==> src/rtl/music_pkg.sv <==
// Shared note/octave codes, FSM state encoding and the middle-octave half-period table
// used by the note_tone_gen slice.
package music_pkg;

   localparam logic [3:0] NOTE_REST = 4'd0;
   localparam logic [3:0] NOTE_DO   = 4'd1;
   localparam logic [3:0] NOTE_RE   = 4'd2;
   localparam logic [3:0] NOTE_MI   = 4'd3;
   localparam logic [3:0] NOTE_FA   = 4'd4;
   localparam logic [3:0] NOTE_SO   = 4'd5;
   localparam logic [3:0] NOTE_LA   = 4'd6;
   localparam logic [3:0] NOTE_SI   = 4'd7;

   localparam logic [1:0] OCT_MID  = 2'b00;
   localparam logic [1:0] OCT_HIGH = 2'b01;
   localparam logic [1:0] OCT_LOW  = 2'b10;

   // Middle-octave half periods in 100 MHz clock cycles
   localparam logic [31:0] HALF_DO = 32'd191113;
   localparam logic [31:0] HALF_RE = 32'd170262;
   localparam logic [31:0] HALF_MI = 32'd151686;
   localparam logic [31:0] HALF_FA = 32'd143173;
   localparam logic [31:0] HALF_SO = 32'd127551;
   localparam logic [31:0] HALF_LA = 32'd113636;
   localparam logic [31:0] HALF_SI = 32'd101239;

   typedef enum logic [1:0] {StIdle, StGap, StPlay} state_e;

   function automatic logic [31:0] mid_half(logic [3:0] note);
      logic [31:0] v;
      case (note)
         NOTE_DO: v = HALF_DO;
         NOTE_RE: v = HALF_RE;
         NOTE_MI: v = HALF_MI;
         NOTE_FA: v = HALF_FA;
         NOTE_SO: v = HALF_SO;
         NOTE_LA: v = HALF_LA;
         NOTE_SI: v = HALF_SI;
         default: v = 32'd0;
      endcase
      return v;
   endfunction

endpackage

==> src/rtl/note_tone_gen_if.sv <==
// Note request in, square wave and sounding status out.
interface note_tone_gen_if;
   logic       enable;
   logic [3:0] note_in;
   logic [1:0] octave_in;
   logic       speaker;
   logic       sounding;

   modport master (
      output enable, note_in, octave_in,
      input  speaker, sounding
   );

   modport slave (
      input  enable, note_in, octave_in,
      output speaker, sounding
   );
endinterface

==> src/rtl/note_period_lut.sv <==
// Combinational (note, octave) -> half period lookup. PERIOD_SHIFT scales the whole table
// down (0 = real pitch) so the wave can be observed over short runs.
module note_period_lut
   import music_pkg::*;
#(
   parameter int unsigned CNT_W        = 19,
   parameter int unsigned PERIOD_SHIFT = 0
) (
   input  logic [3:0]       i_note,
   input  logic [1:0]       i_octave,
   output logic [CNT_W-1:0] o_period,
   output logic             o_valid
);

   logic [31:0] w_base;
   logic [31:0] w_adj;

   assign w_base = mid_half(i_note) >> PERIOD_SHIFT;

   always_comb begin
      w_adj = w_base;
      case (i_octave)
         OCT_HIGH: w_adj = w_base >> 1;
         OCT_LOW:  w_adj = w_base << 1;
         default:  w_adj = w_base;
      endcase
   end

   assign o_period = CNT_W'(w_adj);
   assign o_valid  = (i_note >= NOTE_DO) && (i_note <= NOTE_SI);

endmodule

==> src/rtl/note_tone_gen.sv <==
// Note code + octave -> buzzer square wave. Define TONE_GAP_EN to insert a silent gap of
// GAP_CYCLES before every new note; otherwise new notes start playing the next cycle.
module note_tone_gen
   import music_pkg::*;
#(
   parameter int unsigned CNT_W        = 19,
   parameter int unsigned GAP_CYCLES   = 5_000_000,
   parameter int unsigned PERIOD_SHIFT = 0
) (
   input  logic           clk,
   input  logic           reset,
   note_tone_gen_if.slave tone
);

   state_e           r_state,   w_state_d;
   logic [3:0]       r_note_q;
   logic [1:0]       r_octave_q;
   logic [CNT_W-1:0] r_period,  w_period_d;
   logic [CNT_W-1:0] r_cnt,     w_cnt_d;
   logic             r_speaker, w_speaker_d;
   logic [CNT_W-1:0] w_lut_period;
   logic             w_lut_valid;
   logic             w_change;
   logic             w_go;

   note_period_lut #(
      .CNT_W        (CNT_W),
      .PERIOD_SHIFT (PERIOD_SHIFT)
   ) u_lut (
      .i_note   (tone.note_in),
      .i_octave (tone.octave_in),
      .o_period (w_lut_period),
      .o_valid  (w_lut_valid)
   );

   assign w_change = {tone.note_in, tone.octave_in} != {r_note_q, r_octave_q};
   assign w_go     = tone.enable & w_lut_valid;

`ifdef TONE_GAP_EN
   localparam int unsigned    GAP_W    = (GAP_CYCLES > 1) ? $clog2(GAP_CYCLES) : 1;
   localparam logic [GAP_W-1:0] GAP_LAST = GAP_W'(GAP_CYCLES - 1);
   logic [GAP_W-1:0] r_gap_cnt, w_gap_cnt_d;
`endif

   always_comb begin
      w_state_d   = r_state;
      w_period_d  = r_period;
      w_cnt_d     = r_cnt;
      w_speaker_d = r_speaker;
`ifdef TONE_GAP_EN
      w_gap_cnt_d = r_gap_cnt;
`endif
      // Disable/rest dominates every other transition, including a coincident note change
      if (!w_go) begin
         w_state_d   = StIdle;
         w_cnt_d     = '0;
         w_speaker_d = 1'b0;
      end else begin
         unique case (r_state)
            StIdle: begin
               w_period_d  = w_lut_period;
               w_cnt_d     = '0;
               w_speaker_d = 1'b0;
`ifdef TONE_GAP_EN
               w_state_d   = StGap;
               w_gap_cnt_d = '0;
`else
               w_state_d   = StPlay;
`endif
            end
            StGap: begin
`ifdef TONE_GAP_EN
               if (w_change) begin
                  w_period_d  = w_lut_period;
                  w_gap_cnt_d = '0;
               end else if (r_gap_cnt == GAP_LAST) begin
                  w_state_d   = StPlay;
                  w_cnt_d     = '0;
                  w_speaker_d = 1'b0;
               end else begin
                  w_gap_cnt_d = r_gap_cnt + 1'b1;
               end
`else
               w_state_d = StIdle;
`endif
            end
            StPlay: begin
               if (w_change) begin
                  w_period_d  = w_lut_period;
                  w_cnt_d     = '0;
                  w_speaker_d = 1'b0;
`ifdef TONE_GAP_EN
                  w_state_d   = StGap;
                  w_gap_cnt_d = '0;
`endif
               end else if (r_cnt == r_period - 1'b1) begin
                  w_cnt_d     = '0;
                  w_speaker_d = ~r_speaker;
               end else begin
                  w_cnt_d = r_cnt + 1'b1;
               end
            end
            default: w_state_d = StIdle;
         endcase
      end
   end

   always_ff @(posedge clk) begin
      if (reset) begin
         r_state    <= StIdle;
         r_note_q   <= NOTE_REST;
         r_octave_q <= OCT_MID;
         r_period   <= '0;
         r_cnt      <= '0;
         r_speaker  <= 1'b0;
`ifdef TONE_GAP_EN
         r_gap_cnt  <= '0;
`endif
      end else begin
         r_state    <= w_state_d;
         r_note_q   <= tone.note_in;
         r_octave_q <= tone.octave_in;
         r_period   <= w_period_d;
         r_cnt      <= w_cnt_d;
         r_speaker  <= w_speaker_d;
`ifdef TONE_GAP_EN
         r_gap_cnt  <= w_gap_cnt_d;
`endif
      end
   end

   assign tone.speaker  = r_speaker;
   assign tone.sounding = (r_state == StPlay);

endmodule

==> src/flat_wrapper.sv <==
// flat-port wrapper written by rule: the top's interface ports become plain ports
module note_tone_gen_flat import music_pkg::*;
#(
   parameter int unsigned CNT_W        = 19,
   parameter int unsigned GAP_CYCLES   = 5_000_000,
   parameter int unsigned PERIOD_SHIFT = 0
)
  (clk, reset, tone_enable, tone_note_in, tone_octave_in, tone_speaker, tone_sounding);
  note_tone_gen_if tone_i ();
  input  logic clk;
  input  logic reset;
  input wire logic [$bits(tone_i.enable)-1:0] tone_enable;
  input wire logic [$bits(tone_i.note_in)-1:0] tone_note_in;
  input wire logic [$bits(tone_i.octave_in)-1:0] tone_octave_in;
  output wire logic [$bits(tone_i.speaker)-1:0] tone_speaker;
  output wire logic [$bits(tone_i.sounding)-1:0] tone_sounding;
  assign tone_i.enable = tone_enable;
  assign tone_i.note_in = tone_note_in;
  assign tone_i.octave_in = tone_octave_in;
  assign tone_speaker = tone_i.speaker;
  assign tone_sounding = tone_i.sounding;
  note_tone_gen #(.CNT_W(CNT_W), .GAP_CYCLES(GAP_CYCLES), .PERIOD_SHIFT(PERIOD_SHIFT)) u_core (.clk(clk), .reset(reset), .tone(tone_i));
endmodule
==> config.mk <==
export PLATFORM = sky130hd
export DESIGN_NAME = note_tone_gen_flat
export DESIGN_NICKNAME = d
export VERILOG_FILES = /design/src/rtl/music_pkg.sv /design/src/rtl/note_tone_gen_if.sv /design/src/rtl/note_period_lut.sv /design/src/rtl/note_tone_gen.sv /design/src/flat_wrapper.sv
export SDC_FILE = /design/constraint.sdc
export NUM_CORES = 1
export LEC_CHECK = 0
export CAP_MARGIN = 40
export CORE_MARGIN = 2
export CORE_UTILIZATION = 50
export DETAILED_ROUTE_END_ITERATION = 16
export HOLD_SLACK_MARGIN = 0.06
export MAX_ROUTING_LAYER = met4
export PLACE_DENSITY = 0.66
export SLEW_MARGIN = 5
export SYNTH_ARGS = -nofsm -noshare
export SYNTH_HDL_FRONTEND = slang
export SYNTH_HIERARCHICAL = 1
export SYNTH_SLANG_ARGS = --single-unit
==> constraint.sdc <==
create_clock -name clk -period 3.4 [get_ports clk]
set_input_delay 0.34 -clock clk [delete_from_list [all_inputs] [get_ports clk]]
set_output_delay 0.34 -clock clk [all_outputs]
set_load 0.05 [all_outputs]
# [Word level (Yosys, flattened, before mapping)]
# Cells that the tools add are included.
[totals] out_inout_bits=2 register_bits=47 elab_cells=44 input_bits=9
[op_classes] mux=11 n_lt_le_gt_ge=2 n_reduce_logical=6 n_eq_ne=14 addsub=2 n_bitwise=3
[op_table] operator="18-bit one-hot mux with 7 select lines" count=1
[op_table] operator="19-bit one-hot mux with 2 select lines" count=3
[op_table] operator="19-bit 2-to-1 mux" count=3
[op_table] operator="19-bit by 1-bit adder with 19-bit output, second input constant" count=1
[op_table] operator="19-bit == test" count=1
[op_table] operator="19-bit by 1-bit subtractor with 19-bit output, second input constant" count=1
[op_table] operator="4-bit by 3-bit == test with 1-bit output, second input constant" count=4
[op_table] operator="4-bit by 2-bit == test with 1-bit output, second input constant" count=2
[op_table] operator="6-bit != test" count=1
[op_table] operator="2-bit == test, second input constant" count=2
[op_table] operator="4-bit by 1-bit == test with 1-bit output, second input constant" count=1
[op_table] operator="4-bit by 1-bit >= comparator with 1-bit output, second input constant" count=1
[op_table] operator="4-bit by 3-bit <= comparator with 1-bit output, second input constant" count=1
[op_table] operator="2-bit one-hot mux with 2 select lines" count=1
[op_table] operator="3-bit by 1-bit != test with 1-bit output, second input constant" count=1
[op_table] operator="3-bit AND reduction" count=1
[op_table] operator="2-bit by 1-bit == test with 1-bit output, second input constant" count=1
[op_table] operator="2-bit zero test" count=1
[op_table] operator="1-bit 2-to-1 mux" count=2
[op_table] operator="2-bit by 1-bit != test with 1-bit output, second input constant" count=1
[op_table] operator="1-bit NOT" count=2
[op_table] operator="1-bit one-hot mux with 2 select lines" count=1
[op_table] operator="2-bit AND reduction" count=1
[op_table] operator="2-bit nonzero test" count=1
[op_table] operator="3 further kinds" count=3

# [Longest topological paths before layout]
# Gate-level depths: netlist of the first run.
[logic_depth] ltp_word=5 depth_mapped=10 mapped_depth_nobuf=9

# [Hierarchy]
# The synthesis of the first run kept the hierarchy.
[modules_own_cells] module="note_tone_gen" area_per_inst_um2=2404.8 n_inst=1 seq_area_each_um2=920.9 cells_per_inst=268
[modules_own_cells] module="note_period_lut" area_per_inst_um2=870.8 n_inst=1 seq_area_each_um2=0.0 cells_per_inst=148

# [Worst setup path before layout of the first run]
# Ideal clock, no wire load.
[synth_timing] kind="register to register" from="register u_core.r_period[0]" to="register u_core.r_cnt[12]" path_slack_ns=0.457 path_buffers=1 t_required_ns=3.285 stages_incl_launch_ff=11 arrival_ns=2.828 synth_period_minus_slack_ns=2.943 setup_time_ns=0.115 path_cell_list="dfxtp_1 inv_1 ha_1 o21ba_2 a221oi_1 a41oi_1 or4_1 or4b_4 o31ai_4 buf_6 nor2_1"
[synth_via] elab_chain_cells=5
[synth_rtl] item="from (decl)" line_no="note_tone_gen.sv:18" rtl="logic [CNT_W-1:0] r_period, w_period_d;"
[synth_rtl] item="from (signal assigned)" line_no="note_tone_gen.sv:123" rtl="r_period <= w_period_d;"
[synth_rtl] item="19-bit by 1-bit subtractor with 19-bit output" line_no="note_tone_gen.sv:96" rtl="end else if (r_cnt == r_period - 1'b1) begin"
[synth_rtl] item="19-bit == test" line_no="note_tone_gen.sv:96"
[synth_rtl] item="19-bit 2-to-1 mux" line_no="note_tone_gen.sv:96"
[synth_rtl] item="19-bit 2-to-1 mux" line_no="note_tone_gen.sv:88" rtl="if (w_change) begin"
[synth_rtl] item="19-bit one-hot mux with 2 select lines" line_no="note_tone_gen.sv:59" rtl="unique case (r_state)"
[synth_rtl] item="to (signal assigned)" line_no="note_tone_gen.sv:124" rtl="r_cnt <= w_cnt_d;"
[synth_rtl] item="to (decl)" line_no="note_tone_gen.sv:19" rtl="logic [CNT_W-1:0] r_cnt, w_cnt_d;"
# No other way between the ends.
# A chain may end at the register's enable or synchronous reset.

# [Worst setup path in the final report of the first run]
[layout_timing] from="register u_core.r_period[0]" to="register u_core.r_speaker, in the netlist u_core/tone.speaker"
[layout_via] elab_chain_cells=4
[layout_rtl] item="19-bit by 1-bit subtractor with 19-bit output" line_no="note_tone_gen.sv:96"
[layout_rtl] item="19-bit == test" line_no="note_tone_gen.sv:96"
[layout_rtl] item="3-bit by 1-bit != test with 1-bit output (no source line)"
[layout_rtl] item="2-bit AND reduction (no source line)"
[layout_rtl] item="to (signal assigned)" line_no="note_tone_gen.sv:125" rtl="r_speaker <= w_speaker_d;"
[layout_rtl] item="to (decl)" line_no="note_tone_gen.sv:20" rtl="logic r_speaker, w_speaker_d;"
# No other way between the ends.

==> results of run 1 <==
[per-stage QoR]
| stage | hold slack [ns] | cells | util |
|---|---|---|---|
| final | 0.497 | 499 | 0.557 |
| after global routing | 0.511 | 499 | 0.557 |
| after CTS | 0.500 | 498 | 0.554 |
| after detailed placement | 0.484 | 490 | 0.538 |
| after global placement | 0.478 | 489 | 0.537 |
| after floorplan | 0.447 | 416 | - |
[cell type report]
class                   instances  area, um^2  share of cell area
clock inverters                 2        12.5             0.00354
inverters                      12        45.0              0.0127
clock buffers                   6        82.6              0.0233
repair buffers                 24         215              0.0608
multi-input cells             332        2160               0.612
well taps                      77        96.3              0.0272
flip-flops and latches         46         921               0.260
[logic make-up after synthesis]
family,after synthesis,share of synthesized area
simple gates,184,0.283
mux,19,0.0581
fa+ha+maj,5,0.0187
xor+xnor,48,0.128
buf+inv,38,0.0600
flops,46,0.281
compound gates,76,0.171
[worst max path at each step]
stage                                                from                                to  depth (start not counted)
final                     u_core/r_period[0]$_SDFFE_PP0P_  u_core/tone.speaker$_SDFFE_PP0P_                          9
after global routing      u_core/r_period[0]$_SDFFE_PP0P_  u_core/tone.speaker$_SDFFE_PP0P_                          9
after CTS                 u_core/r_period[0]$_SDFFE_PP0P_       u_core/r_cnt[16]$_SDFF_PP0_                          9
after detailed placement  u_core/r_period[0]$_SDFFE_PP0P_       u_core/r_cnt[16]$_SDFF_PP0_                          9
after global placement    u_core/r_period[0]$_SDFFE_PP0P_        u_core/r_cnt[3]$_SDFF_PP0_                          9
after floorplan           u_core/r_period[0]$_SDFFE_PP0P_       u_core/r_cnt[12]$_SDFF_PP0_                         10
[power breakdown]
part / switching, uW / leakage (uW) / internal (uW) / total [uW]
Sequential: 10.9 / 0.000373 / 549 / 560
Clock: 183 / 0.0000472 / 164 / 347
Combinational: 169 / 0.00103 / 125 / 294
[cell usage in the layout (no fill, tap or decap), types with 3 or more instances in the layout]
cell,Yosys,routed
a311oi_1,3,3
a21oi_1,18,18
and3_1,8,8
a211oi_1,4,4
nand2_1,26,26
or4_1,6,6
o22ai_1,4,4
clkdlybuf4s50_1,0,10
o21ai_0,9,9
ha_1,4,4
a221oi_1,5,5
nand3_1,13,13
nand2b_1,8,8
nor3_1,14,14
a41oi_1,3,3
buf_4,6,12
nor4_1,4,4
nor2_1,72,72
inv_1,11,11
xor2_1,28,28
xnor2_1,20,20
nor2b_1,12,12
o32ai_1,3,3
mux2i_1,19,19
a31oi_1,4,4
dfxtp_1,46,46
clkbuf_8,0,6
nand4_1,3,3
[worst max-delay path, delay by kind of cell, from the launching register on]
kind | cells | cell delay (ns)
DFF | 1 | 0.40
and+or+nand+nor | 3 | 1.56
AOI/OAI and AO/OA | 4 | 0.72
adders and majority gates | 1 | 0.25
buffers and inverters | 1 | 0.06
[routing by layer]
layer  vias up  part of all wire  track usage
met3        13             0.043       0.0311
li1       1470                 -            -
met1      1356              0.47        0.309
met5         -                 0            -
met2        73              0.47        0.355
met4         0             0.015       0.0577
[flip-flops by register name (all words and copies together) (netlist names)]
signal	count
u_core/tone.speaker	1
u_core/r_period	19
u_core/r_state	1
u_core/r_note_q	4
u_core/r_octave_q	2
u_core/r_cnt	19
[what timing repair did]
action,in CTS,in global routing
resized for setup,1,0
setup buffers,0,1
pin swaps,0,1
setup endpoints to repair,19,19
hold buffers,0,0
[synth_stat cells (3+ instances only)]
library cell,n
nor4_1,4
or4_1,6
dfxtp_1,46
xor2_1,28
buf_2,7
inv_1,11
a211oi_1,4
nand4_1,3
nand2b_1,8
nor2b_1,12
and3_1,8
nand3_1,13
buf_6,3
a221oi_1,5
a31oi_1,4
o32ai_1,3
o21ai_0,9
buf_4,6
nor2_1,72
nand2_1,26
nor3_1,14
a21oi_1,18
mux2i_1,19
a311oi_1,3
a41oi_1,3
xnor2_1,20
ha_1,4
o22ai_1,4
clkbuf_1,9
==> impl_metrics.json, run 1 <==
{
  "power_uw": 1200,
  "cp_slowest_stage_delay_ns": 0.58,
  "nNetsFinal": 434,
  "synth.distinct_cells": 63,
  "syn_avg_cell_area_um2": 7.87,
  "htree_levels": 2,
  "drt_iter0_markers": 158,
  "critPathRequiredTime_ns": 3.64,
  "skew_ns": 0.0142,
  "io_buffers": 10,
  "hold_path_depth": 2,
  "pre_cts_ws_ns": -0.0664,
  "status": "finished clean",
  "cts-root-buf": "clkbuf_8",
  "hold_start": "u_core/tone.speaker$_SDFFE_PP0P_",
  "reg2reg_to": "u_core/tone.speaker$_SDFFE_PP0P_",
  "critical_path.startpoint_type": "register",
  "vias": 2912,
  "rsz0062_at_grt": "no",
  "path_clk_slew_ns": 0.09,
  "slew_violations": 0,
  "yosysWarningCount": 6,
  "wl_mm": 7.63,
  "power_leakage_uw": 0.00145,
  "synthTopCellsByArea": "dfxtp_1 (28%), nor2_1 (8.3%), xor2_1 (7.5%)",
  "n_fill_cell": 630,
  "grt_max_degree": 31,
  "fin_crit_ns": 3.06,
  "fmax_ghz": 0.327,
  "ioPinCount": 11,
  "setup_slack_ns": 0.344,
  "r2r_slack_ns": 0.34,
  "drt_pass1_iterations": 4,
  "async_flop_share": 0,
  "placed_area_um2": 3420,
  "synth_edf_count": 0,
  "max_cap_viol_count": 0,
  "power_density_nw_per_um2": 340,
  "synth_seq_area_share": 0.281,
  "core-area_um2": 6350,
  "setup_viol": 0,
  "place.gp.congestion": 0.918,
  "drive_gt1_frac": 0.0924,
  "slew_headroom": 0.517,
  "hp-class": "reg -> reg",
  "post-dp-hpwl_mm": 5.58,
  "grt_pass1_vias": 2672,
  "worstMarginPinSlew_ns": 0.724,
  "area_growth_pct": 7.98,
  "vdd_drop_max_mv": 0.251,
  "final_cell_area_um2": 3540,
  "diodes": 0,
  "worstPathCellList": "inv_1 > ha_1 > o21ba_2 > a221oi_1 > a41oi_1 > or4_1 > or4b_4 > or4_1 > a21boi_1",
  "grt_pass1_wl_mm": 13.1,
  "wl_per_cell_um": 15.3,
  "clock-sinks": 46,
  "critPathArrivalTime_ns": 3.29,
  "crit_fanout": 5,
  "cp-end-kind": "register",
  "start_util": 0.516,
  "die_y_um": 84.9,
  "die_w_um": 84.9,
  "crit_type": "reg -> reg",
  "ant_nets": 0,
  "cts_tree": "yes",
  "insertion_delay_ns": 0.30,
  "synth_area_um2": 3280,
  "min_to": "u_core/tone.speaker$_SDFFE_PP0P_",
  "post-route-drc-count": 0,
  "path_common_cell": "or4_1",
  "fin_crit_sh": 0.899,
  "dieArea_um2": 7210,
  "cts_buffer_depth": 2,
  "grt_overflow": 0,
  "antenna_found_initial": 0,
  "num_rows": 29,
  "grt_usage": 0.227,
  "timing.rr.start": "u_core/r_period[0]$_SDFFE_PP0P_",
  "synth_fp_nets": 429,
  "avgViaCountPerCell": 5.84,
  "ys_ff_latch": 46,
  "synth_ff_type": "dfxtp_1",
  "crit_path_top_delay_cell": "or4b_4",
  "finalSetupTns_ns": 0,
  "numCtsBuffers": 5,
  "netlist.area_leader.share": 0.281,
  "finalHoldViolations": 0,
  "ff2ff_path_depth": 9,
  "syn_inst": 416,
  "synth.largest_area_cell": "dfxtp_1"
}
Power figures use the tool's default switching activity.
==> run 2: changes to the inputs <==
--- a/config.mk
+++ b/config.mk
@@ -5,9 +5,9 @@
 export SDC_FILE = /design/constraint.sdc
 export NUM_CORES = 1
 export LEC_CHECK = 0
-export CAP_MARGIN = 40
 export CORE_MARGIN = 2
 export CORE_UTILIZATION = 50
+export CTS_CLUSTER_DIAMETER = 30
 export DETAILED_ROUTE_END_ITERATION = 16
 export HOLD_SLACK_MARGIN = 0.06
 export MAX_ROUTING_LAYER = met4
==> impl_metrics.json, run 2 (synthesis gave the netlist of run 1 again) <==
{
  "num_rows": 29,
  "p_int_uw": 879,
  "slew_violations": 0,
  "numCtsBuffers": 5,
  "finalHoldViolations": 0,
  "placed_area_um2": 3410,
  "register_area_um2": 921,
  "grt_pass1_wl_mm": 13.0,
  "multi_input_area_um2": 2160,
  "layout_common_cells": "nor2_1 (72), dfxtp_1 (46), xor2_1 (28), nand2_1 (26), xnor2_1 (20)",
  "n_fill_cell": 626,
  "status": "finished clean",
  "post-dp-hpwl_mm": 5.59,
  "hold_slack_ns": 0.497,
  "htree_levels": 2,
  "vias": 2909,
  "setup_viol": 0,
  "wl_per_cell_um": 15.3,
  "area_growth_pct": 8.29,
  "ff2ff_path_depth": 9,
  "critPathRequiredTime_ns": 3.64,
  "grt_overflow": 0,
  "fmax_ghz": 0.328,
  "diodes": 0,
  "crit_fanout": 5,
  "pre_cts_ws_ns": -0.0875,
  "critical_path.startpoint_type": "register",
  "post-route-drc-count": 0,
  "avgViaCountPerCell": 5.84,
  "nNetsFinal": 433,
  "fin_crit_sh": 0.897,
  "hold_path_depth": 2,
  "grt_pass1_vias": 2680,
  "power_uw": 1240,
  "wl_mm": 7.64,
  "worstMarginPinSlew_ns": 1.00,
  "die_y_um": 84.9,
  "hp-class": "reg -> reg",
  "place.gp.congestion": 0.918,
  "slew_headroom": 0.326,
  "io_buffers": 10,
  "dieArea_um2": 7210,
  "cts_tree": "yes",
  "vdd_drop_max_mv": 0.217,
  "layout_commonest_cell": "nor2_1",
  "final_cell_area_um2": 3550,
  "antenna_found_initial": 0,
  "combPwrFrac": 0.236,
  "cts_buffer_depth": 2,
  "switching_share": 0.291,
  "cts-root-buf": "clkbuf_8",
  "drt_pass1_iterations": 4,
  "max_cap_viol_count": 0,
  "rsz0062_at_grt": "no",
  "die_w_um": 84.9,
  "cp-end-kind": "register",
  "grt_usage": 0.229,
  "clock-sinks": 46,
  "start_util": 0.516,
  "power.switching_uw": 361,
  "critPathArrivalTime_ns": 3.29,
  "holdBufCountCts": 0,
  "fin_crit_ns": 3.05,
  "biggestRegsByFlops": "u_core/r_cnt x19, u_core/r_period x19, u_core/r_note_q x4",
  "setup_slack_ns": 0.349,
  "clkPwrFrac": 0.312,
  "drt_iter0_markers": 134,
  "insertion_delay_ns": 0.31,
  "ant_nets": 0,
  "core-area_um2": 6350,
  "power.share.sequential": 0.452,
  "drive_gt1_frac": 0.0903,
  "ioPinCount": 11,
  "path_clk_slew_ns": 0.09,
  "crit_type": "reg -> reg",
  "power_density_nw_per_um2": 349,
  "power_leakage_uw": 0.00146,
  "skew_ns": 0.00868,
  "grt_max_degree": 31
}
[run 2: final cells by class]
cell class	count	area share
multi-input combinational	332	0.610
inverter	12	0.0127
tap	77	0.0272
clock buffer	8	0.0310
sequential	46	0.260
timing repair buffer	23	0.0593
[run 2: power groups by stage]
stage	logic (uW)	registers (uW)	clock network, uW
2_1_floorplan	224	571	0
3_3_place_gp	286	572	0
3_5_place_dp	288	572	0
4_1_cts	290	560	395
5_1_grt	325	562	418
6_report	293	560	387
[run 2: worst paths after layout]
check                                    from                          endpoint  slack, ns
max reg2reg   u_core/r_period[0]$_SDFFE_PP0P_  u_core/tone.speaker$_SDFFE_PP0P_       0.35
min reg2reg  u_core/tone.speaker$_SDFFE_PP0P_  u_core/tone.speaker$_SDFFE_PP0P_       0.50
max           u_core/r_period[0]$_SDFFE_PP0P_  u_core/tone.speaker$_SDFFE_PP0P_       0.35
min          u_core/tone.speaker$_SDFFE_PP0P_  u_core/tone.speaker$_SDFFE_PP0P_       0.50
[run 2: stage by stage]
step / setup TNS [ns] / std cells / util
2_1_floorplan: 0 / 416 / -
3_3_place_gp: 0 / 489 / 0.537
3_5_place_dp: -1.25 / 489 / 0.537
4_1_cts: 0 / 497 / 0.555
5_1_grt: 0 / 498 / 0.559
6_report: 0 / 498 / 0.559
[run 2: routing by layer]
metal / share of wire / global-route usage / wire, um / vias up
met5: 0 / - / 0 / -
met4: 0.014 / 0.0678 / 106 / 0
met3: 0.039 / 0.0331 / 300 / 13
met2: 0.47 / 0.360 / 3600 / 61
met1: 0.48 / 0.304 / 3630 / 1366
li1: - / - / - / 1469
[run 2: timing repair]
item                                    in CTS  in global routing
endpoints found under the hold margin        0                  0
pin swaps                                    0                  1
endpoints found under the setup margin      19                 19
gates resized for setup                      1                  0
setup buffers                                0                  1
[run 2: worst max-delay path, cell delays in order, from the launching register on]
cell	delay (ns)
dfxtp_1	0.40
inv_1	0.06
ha_1	0.26
o21ba_2	0.23
a221oi_1	0.28
a41oi_1	0.07
or4_1	0.49
or4b_4	0.58
or4_1	0.47
a21boi_1	0.14
==> run 3: changes to the inputs <==
==> constraint.sdc (replaced) <==
create_clock -name clk -period 3.2 [get_ports clk]
set_input_delay 0.32 -clock clk [delete_from_list [all_inputs] [get_ports clk]]
set_output_delay 0.32 -clock clk [all_outputs]
set_load 0.05 [all_outputs]
==> impl_metrics.json, run 3 (synthesis gave the netlist of run 1 again) <==
{
  "ctsResizeCount": 0,
  "post-route-drc-count": 0,
  "cts-root-buf": "clkbuf_8",
  "ioPinCount": 11,
  "fin_crit_sh": 0.949,
  "grt_max_degree": 31,
  "insertion_delay_ns": 0.30,
  "setup_viol": 0,
  "vias": 2901,
  "path_common_cell": "or4_1",
  "biggestRegsByFlops": "u_core/r_cnt x19, u_core/r_period x19, u_core/r_note_q x4",
  "grt_pass1_wl_mm": 12.7,
  "slew_violations": 0,
  "cts_buffer_depth": 2,
  "vdd_drop_max_mv": 0.194,
  "area_growth_pct": 8.71,
  "critPathRequiredTime_ns": 3.44,
  "worstPathCellList": "inv_1 > ha_1 > o21ba_2 > a221oi_1 > a41oi_1 > or4_1 > or4b_4 > or4_1 > a21boi_1",
  "fin_crit_ns": 3.04,
  "drt_iter0_markers": 237,
  "numCtsBuffers": 5,
  "post-dp-hpwl_mm": 5.48,
  "antenna_found_initial": 0,
  "cp-end-kind": "register",
  "post_cts_buffers": 0,
  "worstMarginPinSlew_ns": 0.704,
  "finalSetupTns_ns": 0,
  "rsz0062_at_grt": "no",
  "io_buffers": 10,
  "critPathArrivalTime_ns": 3.27,
  "slew_headroom": 0.531,
  "ant_nets": 0,
  "pre_cts_ws_ns": 0.0116,
  "cp_slowest_stage_delay_ns": 0.58,
  "nNetsFinal": 434,
  "avgViaCountPerCell": 5.81,
  "diodes": 0,
  "drive_gt1_frac": 0.0972,
  "dieArea_um2": 7210,
  "core-area_um2": 6350,
  "start_util": 0.516,
  "status": "finished clean",
  "max_cap_viol_count": 0,
  "drt_pass1_iterations": 4,
  "critical_path.startpoint_type": "register",
  "holdBufCountCts": 0,
  "grt_usage": 0.219,
  "n_fill_cell": 581,
  "final_util": 0.561,
  "die_y_um": 84.9,
  "crit_path_top_delay_cell": "or4b_4",
  "die_w_um": 84.9,
  "power_uw": 1340,
  "path_clk_slew_ns": 0.09,
  "setup_slack_ns": 0.162,
  "place.gp.congestion": 0.985,
  "crit_type": "reg -> reg",
  "fmax_ghz": 0.329,
  "power_leakage_uw": 0.00147,
  "grt_pass1_vias": 2663,
  "htree_levels": 2,
  "cts_tree": "yes",
  "layout_common_cells": "nor2_1 (72), dfxtp_1 (45), xor2_1 (28), nand2_1 (26), xnor2_1 (20)",
  "power_density_nw_per_um2": 377,
  "grt_overflow": 0,
  "finalHoldViolations": 0,
  "crit_fanout": 5,
  "clock-sinks": 46,
  "skew_ns": 0.00924,
  "wl_mm": 7.58,
  "wl_per_cell_um": 15.2,
  "layout_commonest_cell": "nor2_1",
  "hp-class": "reg -> reg",
  "num_rows": 29
}
==> run 3: cell types whose count changed in the layout (fill, tap and decap cells not counted), sizes merged <==
cell    delta
clkbuf     -3
bufinv     +1
clkinv     +2
buf        +1
==> run 3: stage by stage <==
stage	area, um^2	hold slack, ns	instances
floorplan	3280	0.447	416
global placement	3440	0.461	491
detailed placement	3440	0.476	491
CTS	3550	0.496	499
global route	3560	0.511	499
finish	3560	0.495	499
==> run 3: area by class of cell <==
| cell class | instances | area [um^2] | area share |
|---|---|---|---|
| Multi-Input combinational cell | 332 | 2170 | 0.610 |
| Sequential cell | 46 | 922 | 0.259 |
| Timing Repair Buffer | 24 | 218 | 0.0611 |
| Tap cell | 77 | 96.3 | 0.0271 |
| Clock buffer | 5 | 68.8 | 0.0193 |
| Inverter | 12 | 45.0 | 0.0126 |
| Clock inverter | 3 | 40.0 | 0.0112 |
==> run 3: where the power goes <==
part	total (uW)	leakage [uW]	internal (uW)	switching (uW)
clock	433	0.0000579	230	202
sequential	596	0.000373	583	12.7
combinational	315	0.00104	137	178
==> run 3: worst paths after layout <==
| kind | start | endpoint | slack [ns] | depth (start not counted) |
|---|---|---|---|---|
| worst min register to register | u_core/r_cnt[0]$_SDFF_PP0_ | u_core/r_cnt[0]$_SDFF_PP0_ | 0.50 | 1 |
| worst max register to register | u_core/r_period[1]$_SDFFE_PP0P_ | u_core/tone.speaker$_SDFFE_PP0P_ | 0.16 | 9 |
| worst min-delay path | u_core/r_cnt[0]$_SDFF_PP0_ | u_core/r_cnt[0]$_SDFF_PP0_ | 0.50 | 1 |
| worst max-delay path | u_core/r_period[1]$_SDFFE_PP0P_ | u_core/tone.speaker$_SDFFE_PP0P_ | 0.16 | 9 |
==> run 3: critical path: cells and delay by family (launching register included) <==
kind            cells  cell delay, ns
compound gates      4            0.73
fa+ha+maj           1            0.24
buf+inv             1            0.06
flops               1            0.38
simple gates        3            1.56
==> run 3: routing by layer <==
metal  GRT usage  vias to the layer above  part of all wire
li1            -                     1476                 -
met2       0.322                       58              0.45
met1       0.303                     1350              0.48
met3      0.0263                       17             0.037
met4      0.0952                        0             0.028
met5           -                        -                 0
